**src/rtl/iter_shifter.sv**
```systemverilog
// iter_shifter: multi-cycle shift/rotate unit for the RV32I execute stage.
// Accepts one op per req handshake, shifts 1 bit/cycle (4 with STEP4).
//
// Build option: define ITER_SHIFTER_STEP4_EN to step by 4 while count >= 4.
//
// Ports:
//   clk, rst            clock, synchronous active-high reset
//   req_valid/ready     request handshake (ready only in IDLE)
//   req_data            operand
//   req_amount          shift/rotate distance
//   req_left1_right0    direction
//   req_arith1_logic0   sign fill for right shifts
//   req_shift1_rotate0  shift vs rotate
//   resp_valid/ready    response handshake
//   resp_data           registered result
//   busy                high while an op is in flight (RUN or DONE)
module iter_shifter #(
  parameter  int BitWidth = 32,
  localparam int log_bw   = $clog2(BitWidth)
) (
  input  logic                clk,
  input  logic                rst,
  input  logic                req_valid,
  output logic                req_ready,
  input  logic [BitWidth-1:0] req_data,
  input  logic [log_bw-1:0]   req_amount,
  input  logic                req_left1_right0,
  input  logic                req_arith1_logic0,
  input  logic                req_shift1_rotate0,
  output logic                resp_valid,
  input  logic                resp_ready,
  output logic [BitWidth-1:0] resp_data,
  output logic                busy
);

  typedef enum logic [1:0] {
    IDLE,
    RUN,
    DONE
  } state_t;

  state_t              state_q, state_d;
  logic [BitWidth-1:0] data_q, data_d;
  logic [BitWidth-1:0] stepped, fmask;
  logic [log_bw-1:0]   count_q, count_d;
  logic [log_bw-1:0]   s;
  logic                left_q, left_d;
  logic                shift_q, shift_d;
  logic                fill_q, fill_d;

  // Step distance for this RUN cycle.
  always_comb begin
`ifdef ITER_SHIFTER_STEP4_EN
    s = (count_q > log_bw'(3)) ? log_bw'(4)
                               : log_bw'(1);
`else
    s = log_bw'(1);
`endif
  end

  // One step of the captured op; s is only ever 1 or 4.
  always_comb begin
    fmask   = {BitWidth{fill_q}}
            & ~({BitWidth{1'b1}} >> s);
    stepped = data_q;
    unique case (1'b1)
      (shift_q && left_q):
        stepped = data_q << s;
      (shift_q && !left_q):
        stepped = (data_q >> s) | fmask;
      (!shift_q && left_q):
        stepped = (data_q << s)
                | (data_q >> (BitWidth - int'(s)));
      default:
        stepped = (data_q >> s)
                | (data_q << (BitWidth - int'(s)));
    endcase
  end

  always_comb begin
    state_d = state_q;
    data_d  = data_q;
    count_d = count_q;
    left_d  = left_q;
    shift_d = shift_q;
    fill_d  = fill_q;
    unique case (state_q)
      IDLE: begin
        if (req_valid) begin
          data_d  = req_data;
          count_d = req_amount;
          left_d  = req_left1_right0;
          shift_d = req_shift1_rotate0;
          // Sign fill only for arithmetic right shifts.
          fill_d  = req_arith1_logic0
                  & ~req_left1_right0
                  & req_shift1_rotate0
                  & req_data[BitWidth-1];
          state_d = (req_amount != '0) ? RUN : DONE;
        end
      end
      RUN: begin
        data_d  = stepped;
        count_d = count_q - s;
        if (count_q == s) state_d = DONE;
      end
      DONE: begin
        if (resp_ready) state_d = IDLE;
      end
      default: state_d = IDLE;
    endcase
  end

  always_ff @(posedge clk) begin
    if (rst) begin
      state_q <= IDLE;
      data_q  <= '0;
      count_q <= '0;
      left_q  <= 1'b0;
      shift_q <= 1'b0;
      fill_q  <= 1'b0;
    end else begin
      state_q <= state_d;
      data_q  <= data_d;
      count_q <= count_d;
      left_q  <= left_d;
      shift_q <= shift_d;
      fill_q  <= fill_d;
    end
  end

  assign req_ready  = (state_q == IDLE);
  assign resp_valid = (state_q == DONE);
  assign busy       = (state_q != IDLE);
  assign resp_data  = data_q;

endmodule

```
**config.mk**
```make
export PLATFORM = sky130hd
export DESIGN_NAME = iter_shifter
export DESIGN_NICKNAME = d
export VERILOG_FILES = /design/src/rtl/iter_shifter.sv
export SDC_FILE = /design/constraint.sdc
export NUM_CORES = 1
export LEC_CHECK = 0
export CAP_MARGIN = 25
export CELL_PAD_IN_SITES_DETAIL_PLACEMENT = 0
export CELL_PAD_IN_SITES_GLOBAL_PLACEMENT = 1
export CORE_UTILIZATION = 36
export DETAILED_ROUTE_END_ITERATION = 8
export PLACE_DENSITY_LB_ADDON = 0.1
export SETUP_SLACK_MARGIN = 0.02
export SKIP_LAST_GASP = 1
export SYNTH_ARGS = -nofsm -noshare
export SYNTH_HDL_FRONTEND = slang
export SYNTH_SLANG_ARGS = --single-unit
```
**constraint.sdc**
```tcl
create_clock -name clk -period 3.1 [get_ports clk]
set_clock_uncertainty 0.05 [all_clocks]
set_input_delay 0.31 -clock clk [delete_from_list [all_inputs] [get_ports clk]]
set_output_delay 0.31 -clock clk [all_outputs]
set_load 0.05 [all_outputs]
```
==> results.md <==
- Crit path buffers/inverters: 2
- Antenna viol nets, final: 0
- CTS tree: done
- Sum of routed wire length over all layers: 6340 um
- Initial drt markers: 100
- Number of max-cap violations: 0
- Crit Path Class: register to primary output
- Floorplan row count: 28
- Leading cell types in the layout, fill and taps excluded: 78 x clkdlybuf4s50_1, 42 x dfxtp_1, 40 x nor2_1, 33 x nor3_1
- Cell area reported after detailed placement: 0.00310 mm2
- Final critical delay including setup and external delays: 2310 ps
- ANT cells: 0
- Maximum clock path buffer count: 2
- Number of iterations in the first detailed-routing pass: 4
- Std-Cell Core Area: 0.00603 mm2
- Placed wire-length estimate after detailed placement: 4210 um
- Clock transition at path regs: 80 ps
- Max stage delay on crit path: 790 ps
- Synth top area share: 36.6%
- Critical path launch point type: register
- Fraction of the mapped netlist area in adder cells: 1.09%
- Status: finished, final reports clean
- Xor and xnor area share after synthesis: 0%
- Number of max-slew violations in the final report: 0
- Setup repair after global routing missed its margin: false
- IR Drop Worst-Case VDD: 337 uV
- Post-layout net count: 367
- Die area: 0.00670 mm2
- Io pins: 79
- Resized cells post-CTS: 0
- Initial antenna violation count: 0
- Gr ovfl total: 0
- Vias in the first global route: 2,075
- CTS H-Tree Depth: 2
- #FFs+latches synth: 42
- Leakage power figure: 1.19 nW
- Areal power density over the cells: 617 mW/mm2
- DRC violation count after routing: 0
- Hold bufs inserted after CTS: 0
- Endpoint class of the critical path: primary output
- Global-route wire length before repair: 10,200 um
- Average footprint of a synthesized cell: 9.00 um2
- Transition at the pin with the smallest max-transition slack: 723 ps
- Post-synthesis simple-gate area fraction: 19.5%
- Vias: 2,208
- Detail-routed net length per standard cell: 16.0 um
- CP Data Required Time: 2740 ps
- Most common cell after layout, fill and taps aside: clkdlybuf4s50_1
- Multiplexer fraction of the synthesized cell area: 16.5%
- Synth top area cells: dfxtp_1 37%, mux2_2 15%, a221oi_1 12%
- Post-synthesis instance area: 0.00229 mm2
- Post-route standard cell area excluding fillers: 0.00318 mm2
- Area growth from synthesis to final layout: 38.5%
- Maximum number of pins on one net before global-route repair: 36
- Post-route clock period utilization: 74.4%
- Die boundary height: 81.8 um
- Starting utilization of the core area: 38.1%
- Die W: 81.8 um
- Number of synthesis warnings: 0
- Type of the most critical hold path: register to register
- Filler cell count in the final layout: 606
- Final Hold Violating Endpoints: 0
- Max transition margin: 51.7%
- Cell taking the most area after synthesis: dfxtp_1
- Number of failing setup endpoints in the final timing report: 0
- Sequential-to-total area share from yosys stat: 36.6%
- Total nets after synthesis: 301
- Port buffer count: 78
- Top delay family on crit path: buffers and inverters
- Largest fanout on the critical path: 13
- Worst-Skew Late Latency: 290 ps
- TritonCTS Buffers: 5
- Compound-cell area share of the yosys netlist: 19.9%
- Cell count after synthesis: 255
- Highest clock frequency the design can meet: 434 MHz
- Total GRT Usage: 19.6%
- Main synth FF type: dfxtp_1
- TritonCTS sink count: 42
- Layout cells sized above 1: 16.5%
- Setup Buffers After CTS: 0
- Crit path arrival time: 1950 ps
- Largest family of logic cells by synthesized area: compound AO/OA/AOI/OAI gates
- Setup tns final: 0 ps
- Cell with the largest stage delay on the worst path: clkdlybuf4s50_1
- Post-synthesis async set-or-reset flop share: 0%
- Root Buffer Master: clkbuf_8
- RD Place Congestion: 0.765
- Count of unique library cells instantiated by Yosys: 38
- Vias per std cell: 5.58
- List of cells traversed by the critical path: or2_2 > inv_1 > clkdlybuf4s50_1
- EDFF count, synth: 0
registers in the layout, indices dropped and copies added (netlist names):
signal     flops
fill_q         1
count_q        5
resp_data     32
shift_q        1
state_q        2
left_q         1
worst reg2reg max path: stages, from the launching register on:
cell	delay (ps)
dfxtp_1	580
nor2b_2	520
buf_4	410
o211ai_1	140
a211oi_1	210
metrics by stage:
step	worst slack [ps]	hold slack [ps]	std cells	util, %	total power, mW
global route	704	468	396	52.7	2.07
global placement	1110	421	389	51.5	1.63
floorplan	1410	404	255	-	1.35
finish	793	443	396	52.7	1.96
detailed placement	1060	431	389	51.5	1.64
CTS	771	447	396	52.7	1.97
where the power goes:
group          switching [mW]  leakage, nW  internal (mW)
Combinational           0.530        0.805          0.369
Clock                   0.184       0.0383          0.156
Sequential             0.0982        0.348          0.625
Total                   0.811         1.19           1.15
kinds of logic after synthesis:
logic type	after synthesis
buffers and inverters	32
adder cells (fa/ha/maj)	2
flip-flops	42
AO/OA/AOI/OAI	54
AND/OR/NAND/NOR	91
multiplexers	34
path summary, 6_finish.rpt:
kind | start | to | slack, ps | depth (start not counted)
worst max-delay path | state_q[0] | req_ready | 790 | 3
worst min-delay path | count_q[1] | count_q[1] | 440 | 2
worst max register to register | state_q[0] | resp_data[31] | 1090 | 4
worst min register to register | count_q[1] | count_q[1] | 440 | 2
routing by layer:
layer | vias up | track usage (%) | wire length [um]
li1 | 1094 | - | -
met1 | 1070 | 26.0 | 3030
met4 | 0 | 5.26 | 51
met3 | 4 | 3.56 | 240
met5 | - | 0 | 0
met2 | 40 | 32.4 | 3010
cell usage after synthesis (2+ instances only):
cell type,count
a211oi_1,3
a21oi_1,4
a221oi_1,31
a31o_2,2
and4b_1,2
buf_2,14
clkbuf_1,11
dfxtp_1,42
ha_1,2
inv_1,5
mux2_2,31
mux2i_1,3
nand2b_1,2
nand3b_1,3
nor2_1,40
nor2b_1,3
nor3_1,33
o211ai_1,3
o21ai_0,2
cell type report:
cell class | instances | area [um2] | area share (%)
clock buffers | 7 | 76.3 | 2.40
inverters | 6 | 22.5 | 0.709
multi-input cells | 181 | 1310 | 41.3
flip-flops and latches | 42 | 841 | 26.5
well taps | 75 | 93.8 | 2.95
repair buffers | 85 | 833 | 26.2
No activity file was read; power rests on OpenSTA's default activity.
